### src/rtl/axi_sram_read_slave.sv
// AXI read responder: accepts one AR burst at a time, fetches each beat from a
// synchronous single-port SRAM and returns it on R. `RS_4KB_CHECK_EN adds a 4 KB boundary check.
module axi_sram_read_slave #(
    parameter int IDS_W  = 8,
    parameter int ADDR_W = 32,
    parameter int DATA_W = 32,
    parameter int LEN_W  = 4,
    parameter int MEM_AW = 14
) (
    input  logic              clk,
    input  logic              rst,
    input  logic [IDS_W-1:0]  ARID_S,
    input  logic [ADDR_W-1:0] ARADDR_S,
    input  logic [LEN_W-1:0]  ARLEN_S,
    input  logic [2:0]        ARSIZE_S,
    input  logic [1:0]        ARBURST_S,
    input  logic              ARVALID_S,
    output logic              ARREADY_S,
    output logic [IDS_W-1:0]  RID_S,
    output logic [DATA_W-1:0] RDATA_S,
    output logic [1:0]        RRESP_S,
    output logic              RLAST_S,
    output logic              RVALID_S,
    input  logic              RREADY_S,
    output logic              sram_cs,
    output logic              sram_oe,
    output logic [MEM_AW-1:0] sram_a,
    input  logic [DATA_W-1:0] sram_do
);

    typedef enum logic [1:0] {
        ST_IDLE  = 2'd0,
        ST_FETCH = 2'd1,
        ST_LOAD  = 2'd2,
        ST_SEND  = 2'd3
    } state_e;

    state_e             state_q, state_d;
    logic               arready_q, arready_d;
    logic [IDS_W-1:0]   id_q, id_d;
    logic [MEM_AW-1:0]  addr_q, addr_d;
    logic [LEN_W-1:0]   len_q, len_d;
    logic [LEN_W-1:0]   beat_q, beat_d;
    logic               err_q, err_d;
    logic               incr_q, incr_d;
    logic [DATA_W-1:0]  rdata_q, rdata_d;
    logic [1:0]         rresp_q, rresp_d;
    logic               rlast_q, rlast_d;
    logic               rvalid_q, rvalid_d;
    logic               sram_cs_q, sram_cs_d;
    logic               sram_oe_q, sram_oe_d;
    logic [MEM_AW-1:0]  sram_a_q, sram_a_d;
    logic               ar_err_s;
    logic               unused_addr_s;

    // Decode an illegal AR request (bad size, reserved burst type, optional 4 KB crossing)
`ifdef RS_4KB_CHECK_EN
    logic [12:0] bnd_end_s;
    always_comb begin
        bnd_end_s = {1'b0, ARADDR_S[11:0]}
                  + {{(13-LEN_W-2){1'b0}}, ARLEN_S, 2'b00}
                  + 13'd4;
        ar_err_s  = (ARSIZE_S != 3'b010) || ARBURST_S[1]
                  || ((ARBURST_S == 2'b01) && (bnd_end_s > 13'd4096));
    end
`else
    always_comb begin
        ar_err_s = (ARSIZE_S != 3'b010) || ARBURST_S[1];
    end
`endif

    // Byte-lane and high address bits are not needed for a word-addressed SRAM
    assign unused_addr_s = ^{ARADDR_S[ADDR_W-1:MEM_AW+2], ARADDR_S[1:0]};

    // Next-state and datapath computation for the burst sequencer
    always_comb begin
        state_d  = state_q;
        id_d     = id_q;
        addr_d   = addr_q;
        len_d    = len_q;
        beat_d   = beat_q;
        err_d    = err_q;
        incr_d   = incr_q;
        rdata_d  = rdata_q;
        rresp_d  = rresp_q;
        rlast_d  = rlast_q;

        case (state_q)
            ST_IDLE: begin
                if (ARVALID_S && arready_q) begin
                    id_d    = ARID_S;
                    addr_d  = ARADDR_S[MEM_AW+1:2];
                    len_d   = ARLEN_S;
                    beat_d  = {LEN_W{1'b0}};
                    err_d   = ar_err_s;
                    incr_d  = (ARBURST_S == 2'b01);
                    state_d = ST_FETCH;
                end else begin
                    state_d = ST_IDLE;
                end
            end
            ST_FETCH: begin
                state_d = ST_LOAD;
            end
            ST_LOAD: begin
                // Error bursts never touch the SRAM, so sram_do is meaningless here
                rdata_d = err_q ? {DATA_W{1'b0}} : sram_do;
                rresp_d = err_q ? 2'b10 : 2'b00;
                rlast_d = (beat_q == len_q);
                state_d = ST_SEND;
            end
            ST_SEND: begin
                if (RREADY_S) begin
                    if (rlast_q) begin
                        state_d = ST_IDLE;
                    end else begin
                        beat_d  = beat_q + {{(LEN_W-1){1'b0}}, 1'b1};
                        addr_d  = addr_q + {{(MEM_AW-1){1'b0}}, incr_q};
                        state_d = ST_FETCH;
                    end
                end else begin
                    state_d = ST_SEND;
                end
            end
            default: begin
                state_d = ST_IDLE;
            end
        endcase
    end

    // Registered handshake and SRAM strobes derived from the upcoming state
    always_comb begin
        arready_d = (state_d == ST_IDLE);
        rvalid_d  = (state_d == ST_SEND);
        sram_cs_d = (state_d == ST_FETCH) && !err_d;
        sram_oe_d = sram_cs_d;
        if (sram_cs_d) begin
            sram_a_d = addr_d;
        end else begin
            sram_a_d = {MEM_AW{1'b0}};
        end
    end

    // State and output registers
    always_ff @(posedge clk or negedge rst) begin
        if (!rst) begin
            state_q   <= ST_IDLE;
            arready_q <= 1'b0;
            id_q      <= {IDS_W{1'b0}};
            addr_q    <= {MEM_AW{1'b0}};
            len_q     <= {LEN_W{1'b0}};
            beat_q    <= {LEN_W{1'b0}};
            err_q     <= 1'b0;
            incr_q    <= 1'b0;
            rdata_q   <= {DATA_W{1'b0}};
            rresp_q   <= 2'b00;
            rlast_q   <= 1'b0;
            rvalid_q  <= 1'b0;
            sram_cs_q <= 1'b0;
            sram_oe_q <= 1'b0;
            sram_a_q  <= {MEM_AW{1'b0}};
        end else begin
            state_q   <= state_d;
            arready_q <= arready_d;
            id_q      <= id_d;
            addr_q    <= addr_d;
            len_q     <= len_d;
            beat_q    <= beat_d;
            err_q     <= err_d;
            incr_q    <= incr_d;
            rdata_q   <= rdata_d;
            rresp_q   <= rresp_d;
            rlast_q   <= rlast_d;
            rvalid_q  <= rvalid_d;
            sram_cs_q <= sram_cs_d;
            sram_oe_q <= sram_oe_d;
            sram_a_q  <= sram_a_d;
        end
    end

    assign ARREADY_S = arready_q;
    assign RID_S     = id_q;
    assign RDATA_S   = rdata_q;
    assign RRESP_S   = rresp_q;
    assign RLAST_S   = rlast_q;
    assign RVALID_S  = rvalid_q;
    assign sram_cs   = sram_cs_q;
    assign sram_oe   = sram_oe_q;
    assign sram_a    = sram_a_q;

endmodule

### config.mk
export PLATFORM = sky130hd
export DESIGN_NAME = axi_sram_read_slave
export DESIGN_NICKNAME = d
export VERILOG_FILES = /design/src/rtl/axi_sram_read_slave.sv
export SDC_FILE = /design/constraint.sdc
export NUM_CORES = 1
export LEC_CHECK = 0
export CORE_MARGIN = 2
export CORE_UTILIZATION = 44
export CTS_CLUSTER_SIZE = 40
export DETAILED_ROUTE_END_ITERATION = 12
export GPL_TIMING_DRIVEN = 0
export PLACE_DENSITY = 0.78
export SLEW_MARGIN = 20
export SYNTH_ARGS = -nofsm -noshare
export SYNTH_HDL_FRONTEND = slang
export SYNTH_SLANG_ARGS = --single-unit
### constraint.sdc
create_clock -name clk -period 2.35 [get_ports clk]
set_input_delay 0.705 -clock clk [delete_from_list [all_inputs] [get_ports clk]]
set_output_delay 0.705 -clock clk [all_outputs]
set_load 0.01 [all_outputs]
== Word level (Yosys, flattened, before mapping) ==
Index checks and enable logic that the tools add are counted.

* Register bits after elaboration: 86
* Input port bits: 85
* Output and inout port bits: 61
* Word-level logic and storage cells: 53

* Add/sub/neg operators: 2
* Eq/ne operators: 11
* Multiplexer cells: 17
* Reduce and logical (&&, ||, !) cells: 9

{| class="wikitable"
|+ Operator list
! operator !! count
|-
| $mux 14 || 4
|-
| $mux 32 || 1
|-
| $pmux 14 s2 || 1
|-
| $add 14x1->14 || 1
|-
| $mux 4 || 3
|-
| $pmux 2 s4 || 1
|-
| $pmux 4 s2 || 1
|-
| $eq 2x1->1 const B || 3
|-
| $eq 2x2->1 const B || 3
|-
| $ne 2x2->1 const B || 3
|-
| $add 4x1->4 const B || 1
|-
| $eq 4x4->1 || 1
|-
| $logic_not 2->1 || 2
|-
| $mux 1 || 4
|-
| $mux 2 || 2
|-
| $reduce_and 4->1 || 1
|-
| $ne 3x2->1 const B || 1
|-
| $logic_and 1x1->1 || 2
|-
| $reduce_and 2->1 || 1
|-
| $reduce_bool 2->1 || 1
|-
| $logic_not 1->1 || 1
|-
| $logic_or 1x1->1 || 1
|}

== Logic depth before layout (Yosys ltp) ==
Gate-level depths: netlist of run 1.

* Word-level depth: 7
* Gate-level depth with buffers: 9

== Worst setup path before layout of run 1 ==
No wires, ideal clock.

* Kind: input -> register
* Start point: input ARSIZE_S[0]
* End point: register sram_a_q[6], in the netlist sram_a[6]
* Library setup time: 0.066 ns
* Arrival time: 1.926 ns
* Data required time: 2.284 ns
* Setup slack: 0.358 ns
* Cell stages on the path: 5
* Path buffers: 1
* Path through: nor4b_1 a21oi_1 or3_1 clkbuf_1 o21ba_1

* Word-level cells in the longest chain between the ends: 7

{| class="wikitable"
|+ Ends and longest elaborated chain
! what !! RTL line !! RTL
|-
| start, declared || 15 || <nowiki>input logic [2:0] ARSIZE_S,</nowiki>
|-
| $ne 3x2->1 || 68 || <nowiki>ar_err_s = (ARSIZE_S != 3'b010) || ARBURST_S[1];</nowiki>
|-
| $logic_or 1x1->1 || 68 ||
|-
| $mux 1 || 90 || <nowiki>if (ARVALID_S && arready_q) begin</nowiki>
|-
| $mux 1 || 88 || <nowiki>case (state_q)</nowiki>
|-
| $logic_not 1->1 || 135 || <nowiki>sram_cs_d = (state_d == ST_FETCH) && !err_d;</nowiki>
|-
| $logic_and 1x1->1 || 135 ||
|-
| $mux 14 || 137 || <nowiki>if (sram_cs_d) begin</nowiki>
|-
| net sram_a_d[6] || 52 || <nowiki>logic [MEM_AW-1:0] sram_a_q, sram_a_d;</nowiki>
|-
| end signal, assigned || 161 || <nowiki>sram_a_q <= {MEM_AW{1'b0}};</nowiki>
|-
| end signal, assigned || 177 || <nowiki>sram_a_q <= sram_a_d;</nowiki>
|-
| end, declared || 52 ||
|}

The timed path passes the listed nets, and every way through them passes these cells.
A chain may end at the register's enable or synchronous reset.

== Final worst setup path of run 1 ==
* Start point: input ARVALID_S
* End point: register sram_a_q[10], in the netlist sram_a[10]

* Word-level cells in the longest chain between the ends: 6

{| class="wikitable"
|+ Ends and longest elaborated chain
! what !! RTL line !! RTL
|-
| start, declared || 17 || <nowiki>input logic ARVALID_S,</nowiki>
|-
| $logic_and 1x1->1 * || 90 ||
|-
| $mux 1 || 90 ||
|-
| $pmux 2 s4 or $mux 1 (tied branches) || 88 ||
|-
| $eq 2x1->1 or $logic_not 1->1 (tied branches) || 135 ||
|-
| $logic_and 1x1->1 || 135 ||
|-
| $mux 14 * || 137 ||
|-
| net sram_a_d[10] || 52 ||
|}

The timed path passes the listed nets; every way through them passes the cells marked *.

==> impl_summary.txt, run 1 <==
----------------------------------------------------
[STA]
  Clk_skew ... 0.01407 ns
  Max Transition Viols Final ... 0
  Min Tclk post-route ... 2.262 ns
  Highest achievable clock rate ... 0.4420 GHz
  Final setup violation count ... 0
  Transition at the pin with the smallest max-transition slack ... 0.5213 ns
  Worst hold slack ... 0.2804 ns
  Final hold violations ... 0
  Headroom to the max-slew limit ... 0.6524
  Unrepaired setup endpoints after global routing ... false
  Final total negative setup slack ... 0 ns
  Share of the cycle needed by the critical path after routing ... 0.9627
  PnR worst setup slack ... 0.08765 ns

[Place]
  Detailed Place HPWL ... 6902 um
  Place WS ... -0.5241 ns
  Count of placed standard cells including taps ... 544
  Buffers added on ports ... 126
  Final weighted congestion in routability-driven placement ... 0.8712

[Power]
  Static power due to leakage ... 2.391 nW
  Power per Cell Area ... 1155 nW/um2
  Worst IR drop on VDD ... 570.2 uV

[Synth]
  Post-Syn Nets ... 403
  Synthesis Warnings ... 0
  Synth top area share ... 0.5716
  Synthesized flop and latch total ... 85
  Post-synth design cell area ... 3721 um2
  Number of synthesized flops with an enable pin ... 0
  Ys async rst share ... 1.000
  Area leader, netlist ... sky130_fd_sc_hd__dfrtp_1
  Fraction of the yosys area taken by sequential cells ... 0.5716
  Most numerous cell in the Yosys netlist ... sky130_fd_sc_hd__dfrtp_1
  Top cells by count, synth ... 85 x sky130_fd_sc_hd__dfrtp_1, 36 x sky130_fd_sc_hd__a22o_1, 18 x sky130_fd_sc_hd__nand2_1
  Average footprint of a synthesized cell ... 11.93 um2
  Post-synth cell types ... 49
  Cell count after synthesis ... 312
  Most area-consuming cells after synthesis ... sky130_fd_sc_hd__dfrtp_1 57%, sky130_fd_sc_hd__a22o_1 8.5%, sky130_fd_sc_hd__mux2_2 4.5%
  Top_reg_cell synth ... sky130_fd_sc_hd__dfrtp_1

[Cells and area]
  Diodes inserted ... 0
  Core utilization of the finished layout ... 0.6524
  Nets@finish ... 541
  Layout Cells excl Fill ... 560
  Area used by multi-input combinational logic ... 1509 um2
  Fraction of final layout cells sized beyond drive strength 1 ... 0.1187
  Signed area change from the synthesized netlist to the final layout ... 44.05%
  Filler cell count in the final layout ... 669
  Storage element area ... 2127 um2

[Routing]
  DR DRC count ... 0
  Remaining antenna violation count after routing ... 0
  Mean number of vias per cell ... 5.466
  1st-pass router iterations ... 4
  Detailed-route wire length ... 9253 um
  Average wire per standard cell ... 16.52 um
  Iteration-0 DRC count of the detailed router ... 123
  Vias ... 3061

[Setup path]
  Cells along the critical path ... clkdlybuf4s50_1, and3_1, buf_2, a21oi_1, or3_4, buf_2, o21ba_1
  Critical Path RT ... 2.65 ns
  CP max-delay cell ... sky130_fd_sc_hd__clkdlybuf4s50_1
  Crit Path Max Fanout ... 10
  Maximum cell stage delay along the critical path ... 0.59 ns
  Arrival @ worst endpoint ... 2.56 ns
  Crit-path most repeated cell ... sky130_fd_sc_hd__buf_2
  Startpoint class of the critical path ... input port
  Kind of critical path ... input port to flop
  Kind of end point of the critical path ... flop

[CTS]
  Number of setup buffers added after CTS ... 0
  Clock tree from TritonCTS ... done
  Number of instances resized during post-cts repair ... 3
  CTS sink cnt ... 85
  Worst-path clk slew ... 0.09 ns
  Clock latency reported for the late side of the worst-skew pair ... 0.36 ns
  Clock root cell ... sky130_fd_sc_hd__clkbuf_8
  Maximum number of buffers from clock root to sink ... 2
  Number of H-tree levels ... 3
  Number of buffers created by CTS ... 9
  Cts hold-fix bufs ... 0

[Global route]
  Via count of the first global-routing pass ... 3107
  Antenna violations before repair ... 0
  Remaining global-route overflow ... 0
  Pin count of the biggest net entering global routing ... 56
  Overall Global Routing Usage ... 0.2107
  Global-route wire length before repair ... 15010 um

[Floorplan]
  Effective utilization at floorplan ... 0.4529
  Number of placement rows ... 33
  Die extent in y ... 95.96 um
  Core area ... 8217 um2
  Number of primary I/O pins ... 146
  Horizontal extent of the die ... 95.96 um
  Die Outline Area ... 9208 um2

[Run]
  Max-cap violations ... 0

[Status]
  Outcome ... complete, no violations

[Min path]
  HP Class ... input port to async pin

----------------------------------------------------
==> cell type report <==
class	count	area share
flip-flops and latches	85	0.3968
multi-input cells	198	0.2815
repair buffers	127	0.2397
clock buffers	10	0.02568
well taps	105	0.02451
plain buffers	17	0.01447
clock inverters	6	0.008870
inverters	12	0.008403
==> cells by family after synthesis <==
logic type               after synthesis  synth area share
other                                  1          0.001008
multiplexers                          19           0.05615
flip-flops                            85            0.5716
buffers and inverters                 29           0.03194
XOR/XNOR                               5           0.01177
adder cells (fa/ha/maj)                6           0.02017
AND/OR/NAND/NOR                       81            0.1234
AO/OA/AOI/OAI                         86            0.1839
==> state kept, by name (all words and copies together), names as in the netlist <==
signal and count:
RDATA_S 32, addr_q 14, sram_a 14, RID_S 8, beat_q 4, len_q 4, state_q 2, ARREADY_S 1
RLAST_S 1, RRESP_S 1, RVALID_S 1, err_q 1, incr_q 1, sram_oe 1
==> layer usage <==
metal  global-route usage  wire length [um]
met1               0.2788              3840
met5                    0                 0
met2               0.3339              4588
met3              0.04542               562
met4              0.09405               261
==> per-stage QoR <==
step	instance area, um2	total power, mW
after floorplan	3721	3.913
after global placement	5114	5.111
after detailed placement	5139	5.220
after CTS	5330	6.193
after global routing	5360	6.635
final	5360	6.193
==> layout by cell type, fill, tap and decap left out, drive strengths merged, types with 3 or more instances in the layout <==
cell type and instances:
a2111oi 3, a211oi 3, a21oi 9, a22o 36, a22oi 5, buf 7, clkbuf 22, clkdlybuf4s50 124
clkinvlp 4, dfrtp 85, ha 6, inv 12, mux2 15, mux2i 4, nand2 18, nand2b 5
nand3 7, nand4b 3, nor2 9, nor2b 5, nor4 8, o21a 3, o21ai 10, o21ba 4
o311ai 3, o41ai 3, or2 7, or3 5, xor2 4
==> critical path: cells and delay by family <==
kind	cells	cell delay [ns]
AO/OA/AOI/OAI	2	0.31
AND/OR/NAND/NOR	2	0.57
buffers and inverters	3	0.96
==> power breakdown <==
part / switching (mW) / leakage (nW) / internal [mW]
registers: 0.408 / 1.11 / 1.99
logic: 1.34 / 1.20 / 1.50
clock network: 0.540 / 0.0811 / 0.418
==> path summary, 6_finish.rpt <==
| check | start | endpoint | slack, ns | depth (start not counted) |
|---|---|---|---|---|
| setup / recovery | ARVALID_S | sram_a[10] | 0.09 | 7 |
| hold / removal | rst | addr_q[9] | 0.28 | 1 |
| setup reg to reg | state_q[1] | sram_a[11] | 0.15 | 6 |
| hold reg to reg | RDATA_S[31] | RDATA_S[31] | 0.51 | 1 |
| max in group asynchronous | rst | RDATA_S[31] | 1.46 | 2 |
| min in group clk | RDATA_S[31] | RDATA_S[31] | 0.51 | 1 |
Note: power is estimated with default switching activity, not from simulation.
==> run 2: changes to the inputs <==
Settings changed: CTS_CLUSTER_DIAMETER from default to 100, GPL_TIMING_DRIVEN 0 to default, SLEW_MARGIN 20 to default.
==> impl_summary.txt, run 2 (synthesis gave the netlist of run 1 again) <==
----------------------------------------------------
[Status]
  Outcome ... complete, no violations

[Cells and area]
  Nets@finish ... 548
  Most common cell after layout, fill and taps aside ... sky130_fd_sc_hd__clkdlybuf4s50_1
  Top library cells by usage in the layout, fill and taps aside ... 124 x sky130_fd_sc_hd__clkdlybuf4s50_1, 85 x sky130_fd_sc_hd__dfrtp_1, 36 x sky130_fd_sc_hd__a22o_1, 25 x sky130_fd_sc_hd__buf_4, 18 x sky130_fd_sc_hd__nand2_1
  Fraction of final layout cells sized beyond drive strength 1 ... 0.1494
  Signed area change from the synthesized netlist to the final layout ... 46.37%
  Diodes inserted ... 0
  Core utilization of the finished layout ... 0.6629
  Final Cell Area ... 5446 um2
  Number of flip-flops under the largest register name ... 32

[Setup path]
  Cells along the critical path ... clkdlybuf4s50_1, nor4b_1, buf_4, a21oi_1, or3_1, buf_4, o21ba_1
  Startpoint of the most critical register-to-register path ... state_q[0]
  Crit Path Max Fanout ... 8
  Crit-path most repeated cell ... sky130_fd_sc_hd__buf_4
  Sum of buffers and inverters on the critical path ... 3
  Startpoint class of the critical path ... input port
  CP max-delay cell ... sky130_fd_sc_hd__clkdlybuf4s50_1
  Arrival @ worst endpoint ... 2.47 ns
  Kind of critical path ... input port to flop
  Critical Path RT ... 2.64 ns
  Worst R2R End ... addr_q[8]
  Count of cells along the worst register-to-register path ... 6
  CP delay by family, top ... buffers and inverters
  Maximum cell stage delay along the critical path ... 0.40 ns
  Worst-case register-to-register setup slack ... 0.28 ns
  Kind of end point of the critical path ... flop

[Routing]
  Mean number of vias per cell ... 5.282
  Average wire per standard cell ... 16.54 um
  Met3 wirelength from detailed routing ... 380 um
  DR DRC count ... 0
  Iteration-0 DRC count of the detailed router ... 86
  Remaining antenna violation count after routing ... 0
  Detailed-route wire length ... 9380 um
  1st-pass router iterations ... 4
  Highest routing layer actually used ... met4
  Vias ... 2995
  Detailed-routing wirelength on met1 ... 4203 um
  Met2 layer wire length in the routed design ... 4710 um

[Floorplan]
  Die Outline Area ... 9208 um2
  Die extent in y ... 95.96 um
  Core area ... 8217 um2
  Horizontal extent of the die ... 95.96 um
  Number of primary I/O pins ... 146
  Effective utilization at floorplan ... 0.4529
  Number of placement rows ... 33

[Place]
  Detailed Place HPWL ... 6911 um
  Placed standard-cell area ... 5240 um2
  Final weighted congestion in routability-driven placement ... 0.8959
  Buffers added on ports ... 126

[Global route]
  Overall Global Routing Usage ... 0.2146
  Antenna violations before repair ... 0
  Global-route wire length before repair ... 15220 um
  Pin count of the biggest net entering global routing ... 44
  Remaining global-route overflow ... 0
  Via count of the first global-routing pass ... 3128

[Run]
  Max-cap violations ... 0

[CTS]
  Clock latency reported for the late side of the worst-skew pair ... 0.35 ns
  Worst-path clk slew ... 0.08 ns
  Number of H-tree levels ... 3
  Clock tree from TritonCTS ... done
  Number of buffers created by CTS ... 9
  Number of setup buffers added after CTS ... 0
  Maximum number of buffers from clock root to sink ... 2
  CTS sink cnt ... 85
  Clock root cell ... sky130_fd_sc_hd__clkbuf_8

[STA]
  Final setup violation count ... 0
  Share of the cycle needed by the critical path after routing ... 0.9282
  Min Tclk post-route ... 2.181 ns
  Transition at the pin with the smallest max-transition slack ... 0.5599 ns
  Unrepaired setup endpoints after global routing ... false
  Max Transition Viols Final ... 0
  Clk_skew ... 0.006749 ns
  Headroom to the max-slew limit ... 0.6267
  Highest achievable clock rate ... 0.4585 GHz
  Final hold violations ... 0

[Power]
  Worst IR drop on VDD ... 694.3 uV
  Power per Cell Area ... 1176 nW/um2
  Static power due to leakage ... 2.446 nW

[Min path]
  HP Class ... input port to async pin

----------------------------------------------------
## run 2: cell types whose count changed in the layout (fill, tap and decap cells not counted), moves of 2 or more
cell / delta
sky130_fd_sc_hd__clkbuf_2: -2
sky130_fd_sc_hd__buf_2: -3
sky130_fd_sc_hd__clkbuf_1: -10
sky130_fd_sc_hd__buf_4: +22
## run 2: worst register-to-register path: stages (launching register included)
cell and delay [ns]:
sky130_fd_sc_hd__dfrtp_1 0.39, sky130_fd_sc_hd__inv_1 0.07, sky130_fd_sc_hd__ha_1 0.41, sky130_fd_sc_hd__buf_4 0.21
sky130_fd_sc_hd__or2_2 0.38, sky130_fd_sc_hd__a22o_1 0.21, sky130_fd_sc_hd__or2_2 0.28
## run 2: layout make-up
type,count,area (um2)
Sequential cell,85,2127
Clock buffer,10,137.6
Tap cell,105,131.4
Clock inverter,6,70.07
Multi-Input combinational cell,198,1478
Timing Repair Buffer,151,1458
Fill cell,648,2770
Inverter,12,45.04
## run 2: how the worst max path moves through the flow
stage                      startpoint    endpoint  slack (ns)  cells after the start
after global placement       RREADY_S  sram_a[11]       -0.33                      5
after detailed placement     RREADY_S  sram_a[11]       -0.39                      5
after CTS                 ARSIZE_S[0]  sram_a[13]        0.18                      7
after global routing       state_q[1]   sram_a[0]        0.10                      6
final                     ARSIZE_S[0]  sram_a[13]        0.17                      7
after floorplan           ARSIZE_S[0]   sram_a[6]        0.36                      5
## run 2: power breakdown
| part | switching (mW) | leakage, nW | total, mW | internal, mW |
|---|---|---|---|---|
| clock | 0.543 | 0.0955 | 1.07 | 0.527 |
| sequential | 0.403 | 1.11 | 2.39 | 1.99 |
| combinational | 1.34 | 1.24 | 2.95 | 1.60 |
## run 2: layer usage
layer	global-route usage	vias up
met1	0.2825	1464
met4	0.05833	0
met5	0	-
met3	0.05403	7
li1	-	1449
met2	0.3543	75
## run 2: repair_timing
action                                  4_1_cts  5_1_grt
endpoints found under the setup margin        1        0
hold buffers                                  0        0
resized for setup                             1        0
## run 2: stage by stage
step	setup slack (ns)	instances	TNS, ns	power (mW)	hold slack (ns)
6_report	0.1688	567	0	6.405	0.3362
5_1_grt	0.1023	567	0	6.832	0.3612
4_1_cts	0.1783	567	0	6.450	0.3514
3_5_place_dp	-0.3919	551	-4.654	5.365	0.4942
3_3_place_gp	-0.3344	551	-3.511	5.260	0.4890
2_1_floorplan	0.3584	312	0	3.913	0.4094
